File: src/rtl/vga_pkg.sv
// Shared constants and types for the VGA box renderer.
// Holds resolution defaults, colour field slices and default colours.
package vga_pkg;

  localparam int H_RES_DEF = 640;
  localparam int V_RES_DEF = 480;
  localparam int POS_W     = 11;
  localparam int COLOR_W   = 8;

  // Colour fields for the RRRGGGBB DAC layout
  localparam int RED_MSB   = 7;
  localparam int RED_LSB   = 5;
  localparam int GREEN_MSB = 4;
  localparam int GREEN_LSB = 2;
  localparam int BLUE_MSB  = 1;
  localparam int BLUE_LSB  = 0;

  typedef logic [COLOR_W-1:0] color_t;
  typedef logic [POS_W-1:0]   pos_t;

  localparam color_t BOX_COLOR_DEF    = 8'hE0;
  localparam color_t BG_COLOR_DEF     = 8'h03;
  localparam color_t BORDER_COLOR_DEF = 8'hFF;

  typedef enum logic {
    DIR_INC = 1'b0,
    DIR_DEC = 1'b1
  } dir_t;

endpackage

File: src/rtl/vga_box_renderer_if.sv
// Timing-generator-side bundle: raw timing in, colour and re-aligned syncs out.
// master = the side that drives timing, slave = the renderer.
interface vga_box_renderer_if;
  import vga_pkg::*;

  pos_t       hcount;
  pos_t       vcount;
  logic       hs_in;
  logic       vs_in;
  logic       blank_in;
  logic       vblank_in;
  logic [2:0] red;
  logic [2:0] green;
  logic [1:0] blue;
  logic       hs_out;
  logic       vs_out;

  modport master (
    output hcount, vcount, hs_in, vs_in, blank_in, vblank_in,
    input  red, green, blue, hs_out, vs_out
  );

  modport slave (
    input  hcount, vcount, hs_in, vs_in, blank_in, vblank_in,
    output red, green, blue, hs_out, vs_out
  );

endinterface

File: src/rtl/vga_bounce_axis.sv
// One axis of the bouncing box: position plus direction, stepped once per tick.
// The box parks exactly against the wall before turning round.
module vga_bounce_axis
  import vga_pkg::*;
#(
  parameter int L    = 640,
  parameter int SIZE = 32,
  parameter int STEP = 2
) (
  input  logic pixel_clk,
  input  logic rst_n,
  input  logic tick,
  input  logic en,
  output pos_t pos
);

  localparam logic [POS_W:0] SPAN   = (POS_W+1)'(SIZE + STEP);
  localparam logic [POS_W:0] LIMIT  = (POS_W+1)'(L);
  localparam pos_t           STEP_V = POS_W'(STEP);
  localparam pos_t           PARK   = POS_W'(L - SIZE);

  dir_t            dir;
  dir_t            dir_next;
  pos_t            pos_next;
  logic [POS_W:0]  reach;

  // Far edge after the next step, computed one bit wider so it never wraps
  always_comb begin
    pos_next = pos;
    dir_next = dir;
    reach    = {1'b0, pos} + SPAN;
    if (tick && en) begin
      if (dir == DIR_INC) begin
        if (reach >= LIMIT) begin
          pos_next = PARK;
          dir_next = DIR_DEC;
        end else begin
          pos_next = pos + STEP_V;
        end
      end else begin
        if (pos <= STEP_V) begin
          pos_next = '0;
          dir_next = DIR_INC;
        end else begin
          pos_next = pos - STEP_V;
        end
      end
    end
  end

  always_ff @(posedge pixel_clk or negedge rst_n) begin
    if (!rst_n) begin
      pos <= '0;
      dir <= DIR_INC;
    end else begin
      pos <= pos_next;
      dir <= dir_next;
    end
  end

endmodule

File: src/rtl/vga_box_renderer.sv
// Pixel-colour stage behind the VGA timing generator: border, bouncing box, background.
// Two-stage pipeline; syncs are delayed alongside so colour and sync leave aligned.
module vga_box_renderer
  import vga_pkg::*;
#(
  parameter int     H_RES        = H_RES_DEF,
  parameter int     V_RES        = V_RES_DEF,
  parameter int     BOX_SIZE     = 32,
  parameter int     STEP         = 2,
  parameter color_t BOX_COLOR    = BOX_COLOR_DEF,
  parameter color_t BG_COLOR     = BG_COLOR_DEF,
  parameter color_t BORDER_COLOR = BORDER_COLOR_DEF
) (
  input  logic                pixel_clk,
  input  logic                rst_n,
  vga_box_renderer_if.slave   vga,
  input  logic                move_en,
  output logic [7:0]          frame_count
);

  localparam logic [POS_W:0] BOX_W  = (POS_W+1)'(BOX_SIZE);
  localparam pos_t           H_LAST = POS_W'(H_RES - 1);
  localparam pos_t           V_LAST = POS_W'(V_RES - 1);

  logic   vblank_d;
  logic   frame_tick;
  pos_t   box_x;
  pos_t   box_y;
  logic   in_box;
  logic   on_border;
  logic   in_box_d1;
  logic   on_border_d1;
  logic   hs_d1;
  logic   vs_d1;
  logic   blank_d1;
  logic   hs_d2;
  logic   vs_d2;
  color_t color_next;
  color_t color_d2;

  assign frame_tick = vga.vblank_in & ~vblank_d;

  always_ff @(posedge pixel_clk or negedge rst_n) begin
    if (!rst_n) begin
      vblank_d    <= 1'b0;
      frame_count <= '0;
    end else begin
      vblank_d <= vga.vblank_in;
      if (frame_tick) frame_count <= frame_count + 8'd1;
    end
  end

  vga_bounce_axis #(.L(H_RES), .SIZE(BOX_SIZE), .STEP(STEP)) u_axis_x (
    .pixel_clk (pixel_clk),
    .rst_n     (rst_n),
    .tick      (frame_tick),
    .en        (move_en),
    .pos       (box_x)
  );

  vga_bounce_axis #(.L(V_RES), .SIZE(BOX_SIZE), .STEP(STEP)) u_axis_y (
    .pixel_clk (pixel_clk),
    .rst_n     (rst_n),
    .tick      (frame_tick),
    .en        (move_en),
    .pos       (box_y)
  );

  // Hit tests against the box as it stood before any update on this edge
  always_comb begin
    in_box = ({1'b0, vga.hcount} >= {1'b0, box_x}) &&
             ({1'b0, vga.hcount} <  ({1'b0, box_x} + BOX_W)) &&
             ({1'b0, vga.vcount} >= {1'b0, box_y}) &&
             ({1'b0, vga.vcount} <  ({1'b0, box_y} + BOX_W));
    on_border = (vga.hcount == '0) || (vga.hcount == H_LAST) ||
                (vga.vcount == '0) || (vga.vcount == V_LAST);
  end

  always_ff @(posedge pixel_clk or negedge rst_n) begin
    if (!rst_n) begin
      in_box_d1    <= 1'b0;
      on_border_d1 <= 1'b0;
      hs_d1        <= 1'b1;
      vs_d1        <= 1'b1;
      blank_d1     <= 1'b1;
    end else begin
      in_box_d1    <= in_box;
      on_border_d1 <= on_border;
      hs_d1        <= vga.hs_in;
      vs_d1        <= vga.vs_in;
      blank_d1     <= vga.blank_in;
    end
  end

  always_comb begin
    color_next = BG_COLOR;
    if (blank_d1)          color_next = '0;
    else if (on_border_d1) color_next = BORDER_COLOR;
    else if (in_box_d1)    color_next = BOX_COLOR;
  end

  always_ff @(posedge pixel_clk or negedge rst_n) begin
    if (!rst_n) begin
      color_d2 <= '0;
      hs_d2    <= 1'b1;
      vs_d2    <= 1'b1;
    end else begin
      color_d2 <= color_next;
      hs_d2    <= hs_d1;
      vs_d2    <= vs_d1;
    end
  end

  assign vga.red    = color_d2[RED_MSB:RED_LSB];
  assign vga.green  = color_d2[GREEN_MSB:GREEN_LSB];
  assign vga.blue   = color_d2[BLUE_MSB:BLUE_LSB];
  assign vga.hs_out = hs_d2;
  assign vga.vs_out = vs_d2;

endmodule

File: src/flat_wrapper.sv
// flat-port wrapper written by rule: the top's interface ports become plain ports
module vga_box_renderer_flat import vga_pkg::*;
#(
  parameter int     H_RES        = H_RES_DEF,
  parameter int     V_RES        = V_RES_DEF,
  parameter int     BOX_SIZE     = 32,
  parameter int     STEP         = 2,
  parameter color_t BOX_COLOR    = BOX_COLOR_DEF,
  parameter color_t BG_COLOR     = BG_COLOR_DEF,
  parameter color_t BORDER_COLOR = BORDER_COLOR_DEF
)
  (pixel_clk, rst_n, move_en, frame_count, vga_hcount, vga_vcount, vga_hs_in, vga_vs_in, vga_blank_in, vga_vblank_in, vga_red, vga_green, vga_blue, vga_hs_out, vga_vs_out);
  vga_box_renderer_if vga_i ();
  input  logic pixel_clk;
  input  logic rst_n;
  input  logic move_en;
  output logic [7:0] frame_count;
  input wire logic [$bits(vga_i.hcount)-1:0] vga_hcount;
  input wire logic [$bits(vga_i.vcount)-1:0] vga_vcount;
  input wire logic [$bits(vga_i.hs_in)-1:0] vga_hs_in;
  input wire logic [$bits(vga_i.vs_in)-1:0] vga_vs_in;
  input wire logic [$bits(vga_i.blank_in)-1:0] vga_blank_in;
  input wire logic [$bits(vga_i.vblank_in)-1:0] vga_vblank_in;
  output wire logic [$bits(vga_i.red)-1:0] vga_red;
  output wire logic [$bits(vga_i.green)-1:0] vga_green;
  output wire logic [$bits(vga_i.blue)-1:0] vga_blue;
  output wire logic [$bits(vga_i.hs_out)-1:0] vga_hs_out;
  output wire logic [$bits(vga_i.vs_out)-1:0] vga_vs_out;
  assign vga_i.hcount = vga_hcount;
  assign vga_i.vcount = vga_vcount;
  assign vga_i.hs_in = vga_hs_in;
  assign vga_i.vs_in = vga_vs_in;
  assign vga_i.blank_in = vga_blank_in;
  assign vga_i.vblank_in = vga_vblank_in;
  assign vga_red = vga_i.red;
  assign vga_green = vga_i.green;
  assign vga_blue = vga_i.blue;
  assign vga_hs_out = vga_i.hs_out;
  assign vga_vs_out = vga_i.vs_out;
  vga_box_renderer #(.H_RES(H_RES), .V_RES(V_RES), .BOX_SIZE(BOX_SIZE), .STEP(STEP), .BOX_COLOR(BOX_COLOR), .BG_COLOR(BG_COLOR), .BORDER_COLOR(BORDER_COLOR)) u_core (.pixel_clk(pixel_clk), .rst_n(rst_n), .vga(vga_i), .move_en(move_en), .frame_count(frame_count));
endmodule
File: config.mk
export PLATFORM = sky130hd
export DESIGN_NAME = vga_box_renderer_flat
export DESIGN_NICKNAME = d
export VERILOG_FILES = /design/src/rtl/vga_pkg.sv /design/src/rtl/vga_box_renderer_if.sv /design/src/rtl/vga_bounce_axis.sv /design/src/rtl/vga_box_renderer.sv /design/src/flat_wrapper.sv
export SDC_FILE = /design/constraint.sdc
export NUM_CORES = 1
export LEC_CHECK = 0
export ABC_CLOCK_PERIOD_IN_PS = 2990
export CAP_MARGIN = 0
export CORE_ASPECT_RATIO = 0.7
export CORE_MARGIN = 2
export CORE_UTILIZATION = 40
export DETAILED_ROUTE_END_ITERATION = 12
export RECOVER_POWER = 25
export SLEW_MARGIN = 20
export SYNTH_ARGS = -nofsm -noshare
export SYNTH_HDL_FRONTEND = slang
export SYNTH_SLANG_ARGS = --single-unit
File: constraint.sdc
create_clock -name pixel_clk -period 2.99 [get_ports pixel_clk]
set_input_delay 0.897 -clock pixel_clk [delete_from_list [all_inputs] [get_ports pixel_clk]]
set_output_delay 0.897 -clock pixel_clk [all_outputs]
set_load 0.01 [all_outputs]
# Yosys cells after proc, flatten, opt, wreduce, memory -nomap -nowiden
# Index checks and enable logic that the tools add are counted.
# op_classes
add_sub_neg	9
magnitude_cmp	8
n_eq_ne	2
muxes	15
bitwise	2
n_reduce_logical	9
# ops
cell	n
11-bit two-way mux	6
11-bit by 6-bit adder with 12-bit output, second input constant	4
11-bit by 12-bit < comparator with 1-bit output	2
8-bit two-way mux	3
11-bit by 2-bit adder with 11-bit output, second input constant	2
11-bit greater-or-equal comparator	2
11-bit by 2-bit less-or-equal comparator with 1-bit output, second input constant	2
11-bit zero test	2
11-bit by 2-bit subtractor with 11-bit output, second input constant	2
12-bit by 10-bit greater-or-equal comparator with 1-bit output, second input constant	1
12-bit by 9-bit greater-or-equal comparator with 1-bit output, second input constant	1
11-bit by 10-bit == test with 1-bit output, second input constant	1
11-bit by 9-bit == test with 1-bit output, second input constant	1
8-bit by 1-bit adder with 8-bit output, second input constant	1
1-bit two-way mux	6
1-bit logical AND	4
1-bit logical OR	3
1-bit bitwise AND	1
1-bit NOT	1
# totals
regBits	48
input_bits	29
out_inout_bits	18

# Longest topological paths before layout
# Gate-level depths: netlist (run 1).
# logic_depth
word_depth	5
mapped_depth	10
depth_no_buf	9

# By module
# A second synthesis (run 1) with hierarchy kept.
# unflattened
hier_cells	436
hier_area_um2	3779.9
# modules_own_cells
module	n_inst	cells_per_inst	area_each_um2	seq_area_each_um2
vga_box_renderer	1	193	1786.7	481.7
vga_bounce_axis (u_core.u_axis_x)	1	125	1014.7	275.3
vga_bounce_axis (u_core.u_axis_y)	1	118	978.4	275.3

# Worst setup path after synthesis (run 1)
# Ideal clock, no wire load.
# synth_timing
kind	in2reg
start	input vga_vblank_in
end	register u_core.u_axis_y.pos[8]
t_arrival_ns	2.354
required_ns	2.857
path_slack_ns	0.502
stages	6
path_buffers	1
path_cell_list	nor2b_1 clkbuf_1 nand2_1 or4_1 a2111oi_0 nor2_1
# synth_via
elab_chain_cells	2
# synth_rtl
item	line_no	source
start, declared	flat_wrapper.sv:23	input wire logic [$bits(vga_i.vblank_in)-1:0] vga_vblank_in;
1-bit bitwise AND	vga_box_renderer.sv:41	assign frame_tick = vga.vblank_in & ~vblank_d;
1-bit logical AND	vga_bounce_axis.sv:32	if (tick && en) begin
end signal, assigned	vga_bounce_axis.sv:56	pos <= pos_next;
end, declared	vga_bounce_axis.sv:14	output pos_t pos
# No other way between the ends.
# A chain may end at the register's enable or synchronous reset.

# Worst setup path after layout (run 1)
# layout_timing
start	input vga_vblank_in
end	register u_core.u_axis_y.pos[4]
# Same word-level chain as after synthesis.

==> results of run 1 <==
[final cells by class]
type | instances | area, sq um | area share (%)
clock buffers | 7 | 142.6 | 3.305
clock inverters | 1 | 7.507 | 0.1740
inverters | 30 | 112.6 | 2.609
multi-input cells | 333 | 2337 | 54.16
flip-flops and latches | 41 | 1032 | 23.92
well taps | 124 | 155.1 | 3.595
repair buffers | 54 | 528.0 | 12.24
[placed cells by master (no fill, tap or decap), types with 4 or more instances in the layout]
master / n
a31oi_1: 8
nand3_1: 19
o211ai_1: 4
nand2_1: 33
clkbuf_16: 5
nor4_1: 9
o22ai_1: 4
dlygate4sd3_1: 4
inv_1: 30
and3_1: 6
nor2_1: 26
nand4_1: 15
ha_1: 45
a211oi_1: 6
o21ai_0: 30
or3_1: 6
xnor2_1: 16
buf_4: 7
dfstp_2: 5
a21oi_1: 27
dfrtp_1: 36
nor3_1: 14
clkdlybuf4s50_1: 41
[critical path: stages]
cell	delay, ps
dlygate4sd3_1	550
nor2b_1	190
nand2_1	130
buf_12	180
or3_1	340
a2111oi_0	430
a211o_1	150
[report_power, final]
group          switching, W  internal, W
clock              0.000212     0.000332
combinational       0.00113     0.000871
sequential         0.000369     0.000720
total               0.00171      0.00192
[flip-flops by register name, indices dropped and copies added (netlist names)]
name                 count
u_core.blank_d1          1
u_core.u_axis_y.dir      1
u_core.u_axis_x.dir      1
u_core.color_d2          3
u_core.on_border_d1      1
u_core.vga.vs_out        1
u_core.vblank_d          1
u_core.u_axis_x.pos     10
u_core.vs_d1             1
u_core.frame_count       8
u_core.u_axis_y.pos     10
u_core.hs_d1             1
u_core.in_box_d1         1
u_core.vga.hs_out        1
[worst min path at each step]
| stage | from | end | slack [ps] | cells after the start |
|---|---|---|---|---|
| floorplan | u_core.hs_d1$_DFF_PN1_ | u_core.vga.hs_out$_DFF_PN1_ | 350 | 0 |
| global placement | u_core.hs_d1$_DFF_PN1_ | u_core.vga.hs_out$_DFF_PN1_ | 350 | 0 |
| detailed placement | u_core.hs_d1$_DFF_PN1_ | u_core.vga.hs_out$_DFF_PN1_ | 350 | 0 |
| CTS | u_core.hs_d1$_DFF_PN1_ | u_core.vga.hs_out$_DFF_PN1_ | 360 | 0 |
| global route | u_core.hs_d1$_DFF_PN1_ | u_core.vga.hs_out$_DFF_PN1_ | 360 | 0 |
| finish | u_core.hs_d1$_DFF_PN1_ | u_core.vga.hs_out$_DFF_PN1_ | 350 | 0 |
[cell families after synthesis]
group / after synthesis / synth area share [%]
and+or+nand+nor: 152 / 22.33
AOI/OAI and AO/OA: 117 / 21.88
buffers and inverters: 58 / 7.074
adders and majority gates: 45 / 15.53
DFF: 41 / 28.47
xor gates and xnor gates: 17 / 4.106
muxes: 2 / 0.6211
[stage by stage]
| step | setup slack, ps | area [sq um] | hold slack, ps | cells |
|---|---|---|---|---|
| floorplan | 502.4 | 3626 | 345.2 | 432 |
| global route | 179.0 | 4315 | 358.0 | 590 |
| finish | 326.8 | 4315 | 354.5 | 590 |
| global placement | 162.0 | 4165 | 345.9 | 582 |
| CTS | 356.9 | 4315 | 355.4 | 590 |
| detailed placement | 73.23 | 4165 | 347.2 | 582 |
[metal layers]
metal  up-vias  part of all wire [%]  GRT usage, %  wire, microns
met2       134                    39         26.53           3708
met5         -                     0             0              0
met4         0                  0.54         3.176             51
met3         4                   7.4         4.918            694
met1      1648                    53         31.46           4969
li1       1673                     -             -              -
==> impl_metrics.env, run 1 <==
export IMPL_yosysTopAreaCell="dfrtp_1"
export IMPL_vias_per_cell=5.863
export IMPL_grt_pass1_wl_microns=16050
export IMPL_io_buffers=46
export IMPL_wl_per_cell_microns=15.97
export IMPL_power_leakage_nw=1.765
export IMPL_worst_slew_pin_slew_ps=929.5
export IMPL_dieArea_sq_um=9855
export IMPL_grt_pass1_vias=3154
export IMPL_overflow=0
export IMPL_clkLatencyLatePin_ps=280
export IMPL_cap_violations=0
export IMPL_critPathKind="input port to flip-flop"
export IMPL_num_vias=3459
export IMPL_syn_nets=506
export IMPL_drt_initial_drc_count=390
export IMPL_vdd_drop_max_mv=0.3479
export IMPL_die_w_microns=117.8
export IMPL_rsz0062_at_grt="no"
export IMPL_drc=0
export IMPL_fp_row_count=29
export IMPL_hold_path_class="flip-flop to flip-flop"
export IMPL_synth_area_per_cell_sq_um=8.393
export IMPL_rr_worst_depth=8
export IMPL_reg2reg_slack_ps=410
export IMPL_postCtsSetupBuffers=0
export IMPL_first_pass_iters=5
export IMPL_worstPathArrival_ps=2880
export IMPL_setup_viol=0
export IMPL_fmax_mhz=375.5
export IMPL_yosysSeqAreaShare_pct=28.47
export IMPL_syn_area_sq_um=3626
export IMPL_r2r_end="u_core.u_axis_x.pos[5]$_DFFE_PN0P_"
export IMPL_synth_cell_type_count=69
export IMPL_ys_seq_elements=41
export IMPL_cts_tree="yes"
export IMPL_synth_top_area_share_pct=24.84
export IMPL_synth_most_common_cell="ha_1"
export IMPL_cp_endpoint="u_core.u_axis_y.pos[4]$_DFFE_PN0P_"
export IMPL_cp_start_kind="input port"
export IMPL_drive_gt1_share_pct=7.511
export IMPL_dp_hpwl_microns=7155
export IMPL_synth_warnings=0
export IMPL_yosys_top_cells_area="dfrtp_1 (25%), ha_1 (16%), o21ai_0 (4.1%)"
export IMPL_startpoint="vga_vblank_in"
export IMPL_synth_commonest_cells="ha_1 (45), dfrtp_1 (36), nand2_1 (33)"
export IMPL_cp_required_ps=3210
export IMPL_cts_htree_levels=2
export IMPL_layout_nets=539
export IMPL_async_flop_share_pct=100.0
export IMPL_grtUsageTotal_pct=19.71
export IMPL_clk_path_buf_depth=2
export IMPL_finalCritPeriodShare_pct=89.07
export IMPL_io_pins=47
export IMPL_grt_antenna_before_repair=0
export IMPL_cts_made_buffers=5
export IMPL_p_total_w=0.003636
export IMPL_cts_sinks=41
export IMPL_p_per_area_nw_per_um2=842.5
export IMPL_fin_util_pct=48.35
export IMPL_synth_edff_count=0
export IMPL_die_h_microns=83.66
export IMPL_post_route_min_period_ps=2663
export IMPL_finalMaxSlewViolations=0
export IMPL_cts_resized=0
export IMPL_synthesis_instances=432
export IMPL_gp_congestion=0.9096
export IMPL_wirelength_microns=9424
export IMPL_finalHoldViolCount=0
export IMPL_relSlewSlack_pct=38.03
export IMPL_worst_clock_skew_ps=3.559
export IMPL_r2r_start="u_core.u_axis_x.pos[6]$_DFFE_PN0P_"
export IMPL_diodes=0
export IMPL_clkTransAtPathRegs_ps=60
export IMPL_critPathMaxFanout=27
export IMPL_timing_setup_tns_ps=0
export IMPL_ant_nets=0
export IMPL_status="completed"
export IMPL_start_util_pct=40.62
export IMPL_coreArea_sq_um=8926
export IMPL_root_buffer="clkbuf_16"
export IMPL_end_kind="flip-flop"
export IMPL_grt_max_degree=42
export IMPL_holdBufCountCts=0
export IMPL_fill_cells=861
export IMPL_areaGrowthSynthToFinish_pct=19.01
export IMPL_synthFlopType="dfrtp_1"
No activity file was read; power rests on OpenSTA's default activity.
==> run 2: changes to the inputs <==
CORE_UTILIZATION = 50   (was 40)
PLACE_DENSITY = 0.73   (was default)
==> impl_metrics.env, run 2 (same netlist as run 1, synthesis figures left out) <==
export IMPL_cts_sinks=41
export IMPL_min_to="u_core.vga.hs_out$_DFF_PN1_"
export IMPL_die_w_microns=105.8
export IMPL_worstPathArrival_ps=2820
export IMPL_wirelength_microns=9197
export IMPL_r2r_end="u_core.u_axis_x.pos[5]$_DFFE_PN0P_"
export IMPL_post_route_min_period_ps=2661
export IMPL_cts_resized=0
export IMPL_dr_wl_met3_microns=807
export IMPL_grt_pass1_wl_microns=15250
export IMPL_fill_cells=612
export IMPL_reg_top3="u_core.u_axis_x.pos (10), u_core.u_axis_y.pos (10), u_core.frame_count (8)"
export IMPL_fp_row_count=25
export IMPL_gp_congestion=0.9500
export IMPL_die_h_microns=75.25
export IMPL_first_pass_iters=5
export IMPL_io_buffers=46
export IMPL_num_vias=3487
export IMPL_finalMaxSlewViolations=0
export IMPL_hold_path_class="flip-flop to flip-flop"
export IMPL_cap_violations=0
export IMPL_vias_per_cell=6.205
export IMPL_grtUsageTotal_pct=23.94
export IMPL_areaGrowthSynthToFinish_pct=16.87
export IMPL_worst_clock_skew_ps=12.40
export IMPL_clkTransAtPathRegs_ps=70
export IMPL_relSlewSlack_pct=38.07
export IMPL_power_leakage_nw=1.753
export IMPL_postCtsSetupBuffers=0
export IMPL_cts_made_buffers=5
export IMPL_reg2reg_slack_ps=350
export IMPL_p_per_area_nw_per_um2=831.1
export IMPL_status="completed"
export IMPL_hold_ws_ps=358.2
export IMPL_rr_worst_depth=8
export IMPL_diodes=0
export IMPL_final_common_cell="ha_1"
export IMPL_clk_path_buf_depth=2
export IMPL_timing_setup_tns_ps=0
export IMPL_drt_initial_drc_count=507
export IMPL_finalCritPeriodShare_pct=88.99
export IMPL_min_path_cells=0
export IMPL_grt_pass1_vias=3047
export IMPL_top_layer="met4"
export IMPL_holdBufCountCts=0
export IMPL_wl_per_cell_microns=16.36
export IMPL_drive_gt1_share_pct=7.692
export IMPL_vdd_drop_max_mv=0.3715
export IMPL_clkLatencyLatePin_ps=300
export IMPL_wl_met2_microns=3694
export IMPL_mostFrequentLayoutCells="ha_1 (45), clkdlybuf4s50_1 (41), dfrtp_1 (36)"
export IMPL_drt_met1_wl_microns=4624
export IMPL_hp_start="u_core.hs_d1$_DFF_PN1_"
export IMPL_startpoint="vga_vblank_in"
export IMPL_end_kind="flip-flop"
export IMPL_dp_hpwl_microns=6918
export IMPL_cts_tree="yes"
export IMPL_start_util_pct=52.69
export IMPL_io_pins=47
export IMPL_fmax_mhz=375.8
export IMPL_rsz0062_at_grt="no"
export IMPL_ant_nets=0
export IMPL_finalHoldViolCount=0
export IMPL_cp_required_ps=3150
export IMPL_r2r_start="u_core.u_axis_x.pos[5]$_DFFE_PN0P_"
export IMPL_dieArea_sq_um=7960
export IMPL_cts_htree_levels=2
export IMPL_critPathKind="input port to flip-flop"
export IMPL_layout_nets=541
export IMPL_grt_max_degree=42
export IMPL_worst_slew_pin_slew_ps=928.9
export IMPL_overflow=0
export IMPL_grt_antenna_before_repair=0
export IMPL_cp_start_kind="input port"
export IMPL_setup_viol=0
export IMPL_root_buffer="clkbuf_8"
export IMPL_coreArea_sq_um=6882
export IMPL_drc=0
export IMPL_critPathMaxFanout=3
-- run 2: cell count changes in the layout (fill, tap and decap cells not counted), sizes merged --
cell,before,now
bufinv,0,1
clkinv,0,1
clkbuf,7,6
buf,9,11
clkinvlp,1,0
-- run 2: report_power, final --
part | switching, W | total, W | internal [W]
sequential | 0.000377 | 0.00109 | 0.000718
combinational | 0.00111 | 0.00198 | 0.000861
clock | 0.000204 | 0.000452 | 0.000248
-- run 2: metrics by stage --
step | util [%] | power [W] | worst slack, ps | instances | cell area [sq um]
after floorplan | - | 0.002460 | 502.4 | 432 | 3626
after global placement | 60.02 | 0.002979 | 176.1 | 554 | 4130
after detailed placement | 60.02 | 0.003020 | 121.8 | 554 | 4130
after CTS | 61.58 | 0.003491 | 367.5 | 562 | 4238
after global routing | 61.58 | 0.003835 | 204.4 | 562 | 4238
final | 61.58 | 0.003522 | 329.1 | 562 | 4238
-- run 2: layout make-up --
class,count,area (sq um),area share [%]
Multi-Input combinational cell,333,2337,55.15
Sequential cell,41,1032,24.36
Clock buffer,6,72.57,1.712
Inverter,30,112.6,2.657
Timing Repair Buffer,56,530.5,12.52
Clock inverter,2,35.03,0.8267
Tap cell,94,117.6,2.775
-- run 2: worst max-delay path by stage --
stage	slack (ps)	end	cells past startpoint
floorplan	500	u_core.u_axis_y.pos[8]$_DFFE_PN0P_	6
global placement	180	u_core.u_axis_y.pos[8]$_DFFE_PN0P_	6
detailed placement	120	u_core.u_axis_y.pos[8]$_DFFE_PN0P_	6
CTS	370	u_core.u_axis_x.pos[5]$_DFFE_PN0P_	8
global route	200	u_core.in_box_d1$_DFF_PN0_	8
finish	330	u_core.u_axis_y.pos[8]$_DFFE_PN0P_	6
-- run 2: layer usage --
metal  global-route usage, %  vias to the layer above
li1                        -                     1677
met1                   37.35                     1624
met2                   35.41                      178
met3                   3.117                        8
met4                   4.971                        0
met5                       0                        -
-- run 2: critical path, cell delays in order --
cell and delay [ps]:
dlygate4sd3_1 560, nor2b_1 230, nand2_1 120, or4_1 480, a2111oi_0 440, nor2_1 100
==> run 3: changes to the inputs <==
PLACE_DENSITY = 0.74   (was 0.73)
==> impl_metrics.env, run 3 (same netlist as run 1, synthesis figures left out) <==
export IMPL_finalHoldViolCount=0
export IMPL_power_leakage_nw=1.738
export IMPL_overflow=0
export IMPL_wl_per_cell_microns=17.06
export IMPL_startpoint="u_core.u_axis_y.pos[5]$_DFFE_PN0P_"
export IMPL_diodes=0
export IMPL_crit_chain="inv_1, ha_1, a41oi_1, a21oi_1, o22a_1, o31a_1, or3_1, o221ai_1"
export IMPL_final_common_cell="ha_1"
export IMPL_cts_resized=0
export IMPL_post_route_min_period_ps=2621
export IMPL_crit_buf_inv=1
export IMPL_vias_per_cell=6.287
export IMPL_drc=0
export IMPL_timing_final_ws_setup_ps=368.5
export IMPL_grtUsageTotal_pct=25.40
export IMPL_die_w_microns=105.8
export IMPL_holdBufCountCts=0
export IMPL_vdd_drop_max_mv=0.3986
export IMPL_mostFrequentLayoutCells="ha_1 (45), clkdlybuf4s50_1 (41), dfrtp_1 (36)"
export IMPL_post_place_ws_ps=143.2
export IMPL_io_buffers=46
export IMPL_rsz0062_at_grt="no"
export IMPL_postCtsSetupBuffers=0
export IMPL_dieArea_sq_um=7960
export IMPL_cts_made_buffers=5
export IMPL_finalMaxSlewViolations=0
export IMPL_drt_initial_drc_count=383
export IMPL_finalCritPeriodShare_pct=87.67
export IMPL_cts_htree_levels=2
export IMPL_met2_usage_pct=37.78
export IMPL_grt_antenna_before_repair=0
export IMPL_grt_use_met3_pct=5.801
export IMPL_drive_gt1_share_pct=7.127
export IMPL_grt_pass1_wl_microns=15930
export IMPL_critPathKind="flip-flop to flip-flop"
export IMPL_regArea_sq_um=1032
export IMPL_hold_path_class="flip-flop to flip-flop"
export IMPL_io_pins=47
export IMPL_ant_nets=0
export IMPL_worstPathArrival_ps=2840
export IMPL_dp_hpwl_microns=7135
export IMPL_slowest_stage="dfrtp_1"
export IMPL_timing_setup_tns_ps=0
export IMPL_cp_required_ps=3210
export IMPL_cp_start_kind="flip-flop"
export IMPL_layout_nets=536
export IMPL_cap_violations=0
export IMPL_setup_viol=0
export IMPL_crit_family="compound AO/OA/AOI/OAI gates"
export IMPL_grt_pass1_vias=3182
export IMPL_fmax_mhz=381.5
export IMPL_top_usage_layer="met2"
export IMPL_cts_sinks=41
export IMPL_end_kind="flip-flop"
export IMPL_areaGrowthSynthToFinish_pct=16.74
export IMPL_start_util_pct=52.69
export IMPL_critPathMaxFanout=10
export IMPL_cts_tree="yes"
export IMPL_fp_row_count=25
export IMPL_fill_cells=611
export IMPL_relSlewSlack_pct=38.85
export IMPL_slowest_delay_ps=550
export IMPL_p_total_w=0.003561
export IMPL_status="completed"
export IMPL_num_vias=3502
export IMPL_die_h_microns=75.25
export IMPL_gp_congestion=0.9197
export IMPL_reg_top3="u_core.u_axis_x.pos (10), u_core.u_axis_y.pos (10), u_core.frame_count (8)"
export IMPL_multi_input_area_sq_um=2337
export IMPL_worst_clock_skew_ps=13.00
export IMPL_clkTransAtPathRegs_ps=100
export IMPL_p_per_area_nw_per_um2=841.4
export IMPL_first_pass_iters=5
export IMPL_clk_path_buf_depth=2
export IMPL_r2r_start="u_core.u_axis_y.pos[5]$_DFFE_PN0P_"
export IMPL_coreArea_sq_um=6882
export IMPL_root_buffer="clkbuf_8"
export IMPL_hp_start="u_core.vs_d1$_DFF_PN1_"
export IMPL_worst_slew_pin_slew_ps=917.2
export IMPL_grt_max_degree=42
export IMPL_fin_util_pct=61.51
export IMPL_use_met1_pct=37.13
export IMPL_clkLatencyLatePin_ps=310
export IMPL_wirelength_microns=9500
run 3: cell types whose count changed in the layout (fill, tap and decap cells not counted), sizes merged:
| cell | previous run | this run |
|---|---|---|
| clkbuf | 6 | 5 |
| buf | 11 | 6 |
| clkinvlp | 0 | 1 |
run 3: routing by layer:
layer / part of all wire, % / up-vias
met3: 10 / 9
li1: - / 1675
met1: 47 / 1619
met5: 0 / -
met4: 0.96 / 0
met2: 41 / 199
run 3: worst paths after layout:
path | end | cells past startpoint | slack (ps)
min | u_core.vga.vs_out$_DFF_PN1_ | 0 | 360
max | u_core.u_axis_y.pos[9]$_DFFE_PN0P_ | 8 | 370
max in group asynchronous | u_core.u_axis_x.pos[5]$_DFFE_PN0P_ | 1 | 1700
min reg2reg | u_core.vga.vs_out$_DFF_PN1_ | 0 | 360
max reg2reg | u_core.u_axis_y.pos[9]$_DFFE_PN0P_ | 8 | 370
min in group asynchronous | u_core.u_axis_y.pos[5]$_DFFE_PN0P_ | 1 | 720
run 3: cell type report:
cell class	instances	share of cell area, %
multi-input cells	333	55.22
flip-flops and latches	41	24.39
repair buffers	51	12.24
well taps	94	2.779
inverters	30	2.660
clock buffers	5	1.626
clock inverters	3	1.094
run 3: worst reg2reg max path, delay by kind of cell, from the launching register on:
| kind | cells | cell delay [ps] |
|---|---|---|
| AOI/OAI and AO/OA | 5 | 1040 |
| DFF | 1 | 550 |
| and+or+nand+nor | 1 | 460 |
| adders and majority gates | 1 | 250 |
| buffers and inverters | 1 | 230 |
run 3: where the power goes:
part	internal, W	leakage, nW	switching [W]
sequential	0.000718	0.487	0.000372
combinational	0.000864	1.20	0.00114
clock	0.000250	0.0543	0.000222
total	0.00183	1.74	0.00173
run 3: through the flow:
stage                     instance area (sq um)  std cells  hold slack, ps
after floorplan                            3626        432           345.2
after global placement                     4118        549           346.1
after detailed placement                   4118        549           347.9
after CTS                                  4233        557           359.8
after global routing                       4233        557           367.8
final                                      4233        557           357.8
